$ cat src/rtl/am2910_stack_ctrl.sv
// Return-address stack controller: TOS in a register, deeper entries in an external synchronous RAM.
// Optional macro STK_REPLACE_EN turns op 00 into REPLACE (overwrite TOS); otherwise op 00 is NOP.
module am2910_stack_ctrl #(
  parameter int STACK_DEPTH = 5,
  parameter int AW          = 3,
  parameter int DW          = 12
) (
  input  logic          clk,
  input  logic          rst,
  input  logic          op_valid,
  input  logic [1:0]    op,
  input  logic [DW-1:0] push_data,
  output logic          op_ready,
  output logic [DW-1:0] tos,
  output logic [3:0]    depth,
  output logic          empty,
  output logic          full,
  output logic          err_ovf,
  output logic          err_udf,
  output logic          ram_we,
  output logic [AW-1:0] ram_addr,
  output logic [DW-1:0] ram_din,
  input  logic [DW-1:0] ram_dout
);

  localparam logic [1:0] OP_NOP   = 2'b00;
  localparam logic [1:0] OP_PUSH  = 2'b01;
  localparam logic [1:0] OP_POP   = 2'b10;
  localparam logic [1:0] OP_CLEAR = 2'b11;

  typedef enum logic {IDLE, POP_WAIT} state_t;

  state_t        state_q, state_d;
  logic [DW-1:0] tos_q, tos_d;
  logic [3:0]    depth_q, depth_d;
  logic          empty_q, empty_d;
  logic          full_q, full_d;
  logic          err_ovf_q, err_ovf_d;
  logic          err_udf_q, err_udf_d;
  logic          ram_we_c;
  logic [AW-1:0] ram_addr_c;
  logic [DW-1:0] ram_din_c;
  logic [3:0]    depth_m1;
  logic [3:0]    depth_m2;

  assign depth_m1 = depth_q - 4'd1;
  assign depth_m2 = depth_q - 4'd2;

  always_comb begin
    state_d    = state_q;
    tos_d      = tos_q;
    depth_d    = depth_q;
    err_ovf_d  = err_ovf_q;
    err_udf_d  = err_udf_q;
    ram_we_c   = 1'b0;
    ram_addr_c = '0;
    ram_din_c  = '0;
    case (state_q)
      IDLE: begin
        if (op_valid) begin
          case (op)
            OP_PUSH: begin
              if (full_q) begin
                err_ovf_d = 1'b1;
              end else begin
                // Spill the old TOS into RAM slot depth-1 in the same cycle.
                if (depth_q != 4'd0) begin
                  ram_we_c   = 1'b1;
                  ram_addr_c = AW'(depth_m1);
                  ram_din_c  = tos_q;
                end
                tos_d   = push_data;
                depth_d = depth_q + 4'd1;
              end
            end
            OP_POP: begin
              if (empty_q) begin
                err_udf_d = 1'b1;
              end else if (depth_q == 4'd1) begin
                tos_d   = '0;
                depth_d = 4'd0;
              end else begin
                ram_addr_c = AW'(depth_m2);
                state_d    = POP_WAIT;
              end
            end
            OP_CLEAR: begin
              tos_d     = '0;
              depth_d   = 4'd0;
              err_ovf_d = 1'b0;
              err_udf_d = 1'b0;
            end
            default: begin
`ifdef STK_REPLACE_EN
              tos_d = push_data;
              if (depth_q == 4'd0) depth_d = 4'd1;
`endif
            end
          endcase
        end
      end
      POP_WAIT: begin
        // RAM read issued in the acceptance cycle is valid now.
        tos_d   = ram_dout;
        depth_d = depth_m1;
        state_d = IDLE;
      end
      default: state_d = IDLE;
    endcase
    empty_d = (depth_d == 4'd0);
    full_d  = (depth_d == 4'(STACK_DEPTH));
  end

  always_ff @(posedge clk or posedge rst) begin
    if (rst) begin
      state_q   <= IDLE;
      tos_q     <= '0;
      depth_q   <= 4'd0;
      empty_q   <= 1'b1;
      full_q    <= 1'b0;
      err_ovf_q <= 1'b0;
      err_udf_q <= 1'b0;
    end else begin
      state_q   <= state_d;
      tos_q     <= tos_d;
      depth_q   <= depth_d;
      empty_q   <= empty_d;
      full_q    <= full_d;
      err_ovf_q <= err_ovf_d;
      err_udf_q <= err_udf_d;
    end
  end

  // RAM strobes are forced quiet while reset is asserted so a held request cannot write.
  assign op_ready = (state_q == IDLE);
  assign ram_we   = ram_we_c & ~rst;
  assign ram_addr = rst ? '0 : ram_addr_c;
  assign ram_din  = rst ? '0 : ram_din_c;
  assign tos      = tos_q;
  assign depth    = depth_q;
  assign empty    = empty_q;
  assign full     = full_q;
  assign err_ovf  = err_ovf_q;
  assign err_udf  = err_udf_q;

endmodule
$ cat config.mk
export PLATFORM = sky130hd
export DESIGN_NAME = am2910_stack_ctrl
export DESIGN_NICKNAME = d
export VERILOG_FILES = /design/src/rtl/am2910_stack_ctrl.sv
export SDC_FILE = /design/constraint.sdc
export NUM_CORES = 1
export LEC_CHECK = 0
export ABC_CLOCK_PERIOD_IN_PS = 3200
export CAP_MARGIN = 10
export CORE_AREA = 2 2 57 59
export CTS_CLUSTER_SIZE = 8
export DETAILED_ROUTE_END_ITERATION = 8
export DIE_AREA = 0 0 59 61
export DONT_BUFFER_PORTS = 1
export PLACE_DENSITY = 0.74
export SLEW_MARGIN = 20
export SYNTH_ARGS = -nofsm -noshare
export SYNTH_HDL_FRONTEND = slang
export SYNTH_SLANG_ARGS = --single-unit
$ cat constraint.sdc
create_clock -name clk -period 3.2 [get_ports clk]
set_input_delay 0.32 -clock clk [delete_from_list [all_inputs] [get_ports clk]]
set_output_delay 0.32 -clock clk [all_outputs]
set_load 0.02 [all_outputs]
==> flow_metrics.py <==
metrics = {
    "place": {
        "post-place-cells": 188,
        "place_congestion": 0.8664,
        "dp_hpwl_um": 2590,
        "port_buffers": 0,
    },
    "layout": {
        "syn_to_final_growth_pct": 3.927,
        "final_cell_mix": "25 x nand2_1, 20 x dfrtp_1, 12 x and2_1",
        "seqCellArea_um2": 526.8,
        "final_common_cell": "nand2_1",
        "n_antenna_cell": 0,
        "stdcell_count": 192,
        "layout-drive-gt1-share_pct": 8.805,
        "fillers": 268,
        "multiInputGateArea_um2": 834.6,
        "nNetsFinal": 200,
    },
    "setup_path": {
        "cp.required_ps": 2880,
        "startpoint_type": "flop",
        "path_max_fanout": 6,
        "arrival_ps": 2240,
        "worst_setup_path_end_kind": "output port",
        "path_class": "reg2out",
    },
    "drt": {
        "route.detailed.drc": 0,
        "vias_per_cell": 6.411,
        "wirelength_um": 3446,
        "post_drt_wl_per_cell_um": 17.95,
        "drt-initial-drc-count": 34,
        "num_vias": 1231,
        "drt-pass1-iter-count": 4,
        "final_antenna_net_count": 0,
    },
    "hold_path": {
        "min_path_type": "in2async",
    },
    "synth": {
        "syn_inst": 160,
        "netlist_area_um2": 1434,
        "synth_cell_type_count": 39,
        "synth-seq-cells": 21,
        "seq_area_frac_synth_pct": 36.74,
        "syn_avg_cell_area_um2": 8.962,
        "syn-num-nets": 200,
        "ys_warn_count": 0,
    },
    "global_route": {
        "track_usage_pct": 20.31,
        "grt_overflow": 0,
        "grt_pass1_wl_um": 5485,
        "grt_max_degree": 33,
        "antenna_found_initial": 0,
        "grt_pass1_vias": 1198,
    },
    "timing": {
        "finalCritPeriodShare_pct": 79.88,
        "setup_viol": 0,
        "fmax_mhz": 391.2,
        "final_hold_viol_count": 0,
        "worstMarginPinSlew_ps": 831.4,
        "slew_headroom_pct": 44.51,
        "min_period_ps": 2556,
        "slew_violations": 0,
        "setup_tns_ps": 0,
        "skew_ps": 7.672,
        "rsz0062_at_grt": "no",
    },
    "floorplan": {
        "start_util_pct": 48.56,
        "ios": 66,
        "design.die.area_um2": 3599,
        "die_h_um": 61,
        "core_um2": 2953,
        "placementRows": 20,
        "fp.dieW_um": 59,
    },
    "status": {
        "status": "finished, final reports clean",
    },
    "clock_network": {
        "cts_buffer_depth": 2,
        "clkTransAtPathRegs_ps": 120,
        "cts_tree": "built",
        "clkSinkCount": 21,
        "cts_setup_buffers": 0,
        "post_cts_resized": 0,
        "clk-insertion-delay-late_ps": 300,
        "cts_max_level": 1,
        "cts-root-buf": "clkbuf_4",
        "ctsHoldBuffers": 0,
        "numCtsBuffers": 3,
    },
    "power": {
        "power_density_nw_per_um2": 771.4,
        "peakVddDrop_mv": 0.3655,
        "p_leak_nw": 0.6883,
    },
    "run": {
        "maxCapViolCount": 0,
    },
}
-- synthesized netlist by cell type --
library cell   n  area share (%)
a31o_2         1            0.61
nor4b_1       10             6.1
dfrtp_1       20              35
buf_2          4             1.4
a21oi_1        1            0.35
o21ai_0        7             2.4
nor4_1         1            0.44
ha_1          11             9.6
nor3_1         1            0.35
nor2b_1        2            0.87
o31a_1         1            0.61
o2bb2ai_1      1            0.61
and3_1         3             1.3
clkbuf_1       4             1.0
and2_1        12             5.2
a311o_1        2             1.4
or3_1          1            0.44
nand2b_2       1            0.61
a311oi_1       1            0.61
nand3b_4       1             1.4
nor3b_2        1            0.87
xnor2_1        1            0.61
dfstp_2        1             1.8
and2b_1        1            0.52
o211ai_1       2             1.0
a22oi_1        4             2.1
a31oi_1       11             4.8
nand3_1        1            0.35
nor3_2         2             1.4
xor2_1         1            0.61
inv_1         10             2.6
a221o_1        1            0.70
mux2i_1        2             1.4
and3b_1        1            0.61
o22ai_1        2            0.87
nand2_1       25             6.5
nand2b_1       1            0.44
a21boi_1       1            0.52
nor2_1         7             1.8
-- path summary, 6_finish.rpt --
kind                            depth (start not counted)     endpoint  slack (ps)        start
worst min register to register                          2      tos[11]         660      tos[11]
min in group clk                                        2       tos[4]         120  ram_dout[4]
worst max register to register                          7        empty        1180     depth[1]
worst max-delay path                                    6  ram_addr[1]         640     depth[1]
worst min-delay path                                    1      state_q          50          rst
max in group asynchronous                               1       tos[5]        2630          rst
-- per-stage QoR --
stage / hold slack [ps] / area [µm²] / power (mW) / util [%] / setup slack [ps]
finish: 53.97 / 1490 / 1.149 / 50.47 / 643.8
global route: 105.8 / 1490 / 1.235 / 50.47 / 537.4
CTS: 75.61 / 1490 / 1.157 / 50.47 / 630.1
detailed placement: 417.2 / 1463 / 1.027 / 49.53 / 984.1
global placement: 396.0 / 1463 / 1.000 / 49.53 / 1051
floorplan: 295.8 / 1434 / 0.9181 / - / 1083
-- registers in the layout, indices dropped and copies added, names as in the netlist --
signal,count
depth,4
tos,12
full,1
err_ovf,1
empty,1
err_udf,1
state_q,1
-- worst max-delay path, stage by stage (launching register included) --
cell	delay [ps]
dfrtp_1	550
inv_1	190
ha_1	210
nor3b_2	160
or3_1	380
o22ai_1	140
and3_1	300
-- final cells by class --
cell class / instances / area share, %
sequential: 21 / 35.35
timing repair buffer: 3 / 1.511
clock inverter: 1 / 0.3359
clock buffer: 3 / 1.511
multi-input combinational: 121 / 56.00
tap: 33 / 2.771
inverter: 10 / 2.519
-- routing by layer --
layer	vias to the layer above	part of all wire (%)	track usage, %
li1	568	-	-
met1	595	39	23.24
met2	66	52	36.98
met3	2	8.2	5.117
met4	0	0.52	6.818
met5	-	0	0
-- logic make-up (layout without fill, tap and decap cells) --
family / Yosys count / in the layout / share of synthesized area [%]
DFF: 21 / 21 / 36.74
and+or+nand+nor: 71 / 71 / 29.32
muxes: 2 / 2 / 1.396
adders and majority gates: 11 / 11 / 9.598
AOI/OAI and AO/OA: 35 / 35 / 16.67
buffers and inverters: 18 / 17 / 5.061
xor gates and xnor gates: 2 / 2 / 1.222
-- where the power goes --
group | internal [mW] | leakage, nW | switching, mW
clock network | 0.0466 | 0.0177 | 0.0814
registers | 0.372 | 0.268 | 0.254
logic | 0.172 | 0.403 | 0.224
Power figures use the tool's default switching activity.
==> RTL edit 1 (same flow settings) <==
Build with the macro `STK_REPLACE_EN` defined.
--- a/src/rtl/am2910_stack_ctrl.sv
+++ b/src/rtl/am2910_stack_ctrl.sv
@@ -1,5 +1,7 @@
 // Return-address stack controller: TOS in a register, deeper entries in an external synchronous RAM.
 // Optional macro STK_REPLACE_EN turns op 00 into REPLACE (overwrite TOS); otherwise op 00 is NOP.
+`define STK_REPLACE_EN
+
 module am2910_stack_ctrl #(
   parameter int STACK_DEPTH = 5,
   parameter int AW          = 3,
Behaviour: not the same (a bounded check fails within 4 cycles, from zero or initial values and one cycle with rst high).
==> RTL edit 1 against the unedited design <==
  * Sequential share of layout area up 1.0 points
  * Total power shrank 9.1%
  * Area after synthesis shrank 1.6%
  * Sequential cell count did not move
  * Routed wire length down 2.7%
  * Via count fell by 4.0%
  * Worst setup slack worse by 0.21 ns
  * Cell area down 2.8%
  * Highest routed layer unchanged
==> RTL edit 1: results (changes against the unedited design) <==
metric;value;unit;change
outcome;finished, final reports clean;;
max_freq;361.4;MHz;-7.6%
p_leak;0.7131;nW;+3.6%
synthMuxAreaShare;1.507;%;+0.11 points
async_flop_share;100.0;%;unchanged
track_usage;19.42;%;-0.90 points
synthAdderAreaFrac;9.752;%;+0.15 points
grt_first_pass_wirelength;5161;um;-5.9%
synth-xor-area-share;1.241;%;+0.019 points
crit_end;ram_din[8];;
max_slew.worst_pin.slew;0.8066;ns;-0.02475 ns
vdd_ir_drop_max;0.0003158;V;-14%
grt_use_met3;5.757;%;+0.64 points
nets;188;;-6.0%
dp_hpwl;2564;um;-0.98%
synth-compound-area-share;20.04;%;+3.4 points
r2r_end;tos[2];;
dpl.cell_count;176;;-6.4%
routabilityCongestion;0.9176;;+5.9%
grt_pass1_vias;1132;;-5.5%
avgRoutedWirePerCell;18.62;um;+3.8%
synth_area_leaders;dfrtp_1, ha_1, a222oi_1;;
grt_max_degree;23;;-30%
layout-drive-gt1-share;8.844;%;+0.039 points
drt_pass1_iterations;6;;+2
ys_types;38;;-2.6%
vias_per_cell;6.567;;+2.4%
syn_inst;146;;-8.8%
fin_skew;0.006476;ns;-0.001196 ns
synth_common_cells;inv_1, dfrtp_1, and2_1;;
wl_met1;1319;um;-2.1%
arrival;2.45;ns;+0.21 ns
ys_seq_area_share;37.32;%;+0.59 points
timing.hold.ws;0.03919;ns;-0.01478 ns
r2r_slack;0.78;ns;-0.40 ns
## RTL edit 1: cell count changes after synthesis, moves of 4 or more
cell / before / now
a222oi_1: 0 / 12
a22oi_1: 4 / 0
a31oi_1: 11 / 2
buf_2: 4 / 0
inv_1: 10 / 22
nand2_1: 25 / 6
nor2_1: 7 / 3
nor4b_1: 10 / 0
## RTL edit 1: layout make-up
class                           instances  area [sq um]
Tap cell                               33         41.29
Timing Repair Buffer                    2         15.01
Inverter                               22         82.58
Multi-Input combinational cell         98         755.7
Fill cell                             291          1504
Clock buffer                            3         22.52
Sequential cell                        21         526.8
Clock inverter                          1         5.005
## RTL edit 1: where the power goes
part	internal [mW]	switching, mW	total, mW	leakage (nW)
registers	0.340	0.199	0.539	0.259
clock network	0.0466	0.0825	0.129	0.0177
logic	0.167	0.210	0.377	0.436
total	0.554	0.491	1.05	0.713
==> RTL edit 2 (config.mk and constraints unchanged) <==
Without the edit above. Register the output `err_ovf` once more, with the module's reset; this adds one clock of latency there. The other outputs are not delayed to match.
--- a/src/rtl/am2910_stack_ctrl.sv
+++ b/src/rtl/am2910_stack_ctrl.sv
@@ -140,7 +140,13 @@
   assign depth    = depth_q;
   assign empty    = empty_q;
   assign full     = full_q;
-  assign err_ovf  = err_ovf_q;
+  always_ff @(posedge clk or posedge rst) begin
+    if (rst) begin
+      err_ovf <= '0;
+    end else begin
+      err_ovf <= err_ovf_q;
+    end
+  end
   assign err_udf  = err_udf_q;
 
 endmodule
Function: changed (Yosys sat finds a counterexample within 10 cycles, from zero or initial values and one cycle with rst high).
==> RTL edit 2 against the unedited design <==
  * Routed wire length shrank 2.5%
  * Via count shrank 2.4%
  * Area after synthesis grew 1.7%
  * Cell count grew 0.52%
  * Total power grew 2.7%
  * Cell area grew 2.3%
  * Sequential share of layout area grew 0.86 points
  * Clock skew grew 0.00055 ns
  * Synthesized cell count grew 0.63%
  * Largest power group unchanged
  * Worst setup slack lost 0.0053 ns
  * Sequential cell count grew 1
  * Count of clock-buffer cells in the layout grew 1
==> RTL edit 2: results (changes against the unedited design) <==
metric;value;unit;change
outcome;finished, final reports clean;;
ys_seq_area_share;37.82;%;+1.1 points
insertion_delay;0.30;ns;about the same
p_leak;0.7015;nW;+1.9%
cts_buffer_depth;2;;unchanged
r2r_end;full;;
syn_inst;161;;+0.63%
routed_wl;3359;um;-2.5%
grt_first_pass_wirelength;4954;um;-9.7%
drtIter0Drc;33;;-2.9%
synth_area_leaders;dfrtp_1, ha_1, nand2_1;;
min_path_type;primary input to async pin;;
fin_skew;0.008226;ns;+0.0005538 ns
synth_nets;201;;+0.50%
fin_cells;193;;+0.52%
r2r_slack;1.13;ns;-0.05 ns
synth_common_cells;nand2_1, dfrtp_1, and2_1;;
track_usage;18.18;%;-2.1 points
grt_pass1_vias;1089;;-9.1%
cts_setup_buffers;0;;unchanged
max_slew_margin;45.56;%;+1.0 points
vias;1201;;-2.4%
dp_slack;0.9655;ns;-0.01863 ns
grt_max_degree;23;;-30%
vdd_ir_drop_max;0.0004452;V;+22%
RTL edit 2: how the worst max path moves through the flow:
stage               slack [ns]      from     endpoint  cells after the start
floorplan                 1.08     op[1]  ram_din[10]                      8
global placement          1.05  depth[1]  ram_addr[0]                      6
detailed placement        0.97  depth[1]  ram_addr[2]                      6
CTS                       0.61  depth[1]  ram_addr[2]                      6
global route              0.50  depth[1]  ram_addr[0]                      6
finish                    0.64  depth[1]  ram_addr[2]                      6
RTL edit 2: final cells by class:
type / count / area [sq um]
Fill cell: 287 / 1429
Multi-Input combinational cell: 121 / 834.6
Sequential cell: 22 / 551.8
Tap cell: 33 / 41.29
Inverter: 10 / 37.54
Clock buffer: 4 / 36.28
Timing Repair Buffer: 3 / 22.52
RTL edit 2: where the power goes:
part	switching, mW	leakage (nW)	total [mW]	internal (mW)
logic	0.214	0.403	0.385	0.171
clock network	0.0815	0.0210	0.151	0.0694
registers	0.259	0.278	0.645	0.387
total	0.554	0.702	1.18	0.627
RTL edit 2: kinds of logic (layout without fill, tap and decap cells):
group           count (synthesis)  after routing  share of synthesized area (%)
simple gates                   71             71                          28.82
compound gates                 35             35                          16.38
flops                          22             22                          37.82
buf+inv                        18             17                          4.974
fa+ha+maj                      11             11                          9.434
xor+xnor                        2              2                          1.201
mux                             2              2                          1.372
RTL edit 2: worst max-delay path: cells and delay by family (launching register included):
| kind | cells | cell delay, ns |
|---|---|---|
| adder cells (fa/ha/maj) | 1 | 0.22 |
| flip-flops | 1 | 0.54 |
| AO/OA/AOI/OAI | 1 | 0.15 |
| AND/OR/NAND/NOR | 3 | 0.84 |
| buffers and inverters | 1 | 0.19 |
RTL edit 2: metal layers:
metal	GRT usage, %	up-vias	share of wire [%]
met3	4.478	2	7.1
met1	24.23	573	42
met5	0	-	0
li1	-	572	-
met4	3.571	0	0.39
met2	30.32	54	51
RTL edit 2: stage by stage:
step                total power, mW  utilization [%]  hold WS, ns  area (sq um)
finish                        1.181            51.61      0.04130          1524
global placement              1.018            50.38       0.3849          1488
global route                  1.267            51.61      0.08411          1524
floorplan                    0.9333                -       0.3085          1459
CTS                           1.191            51.61      0.07250          1524
detailed placement            1.039            50.38       0.4090          1488
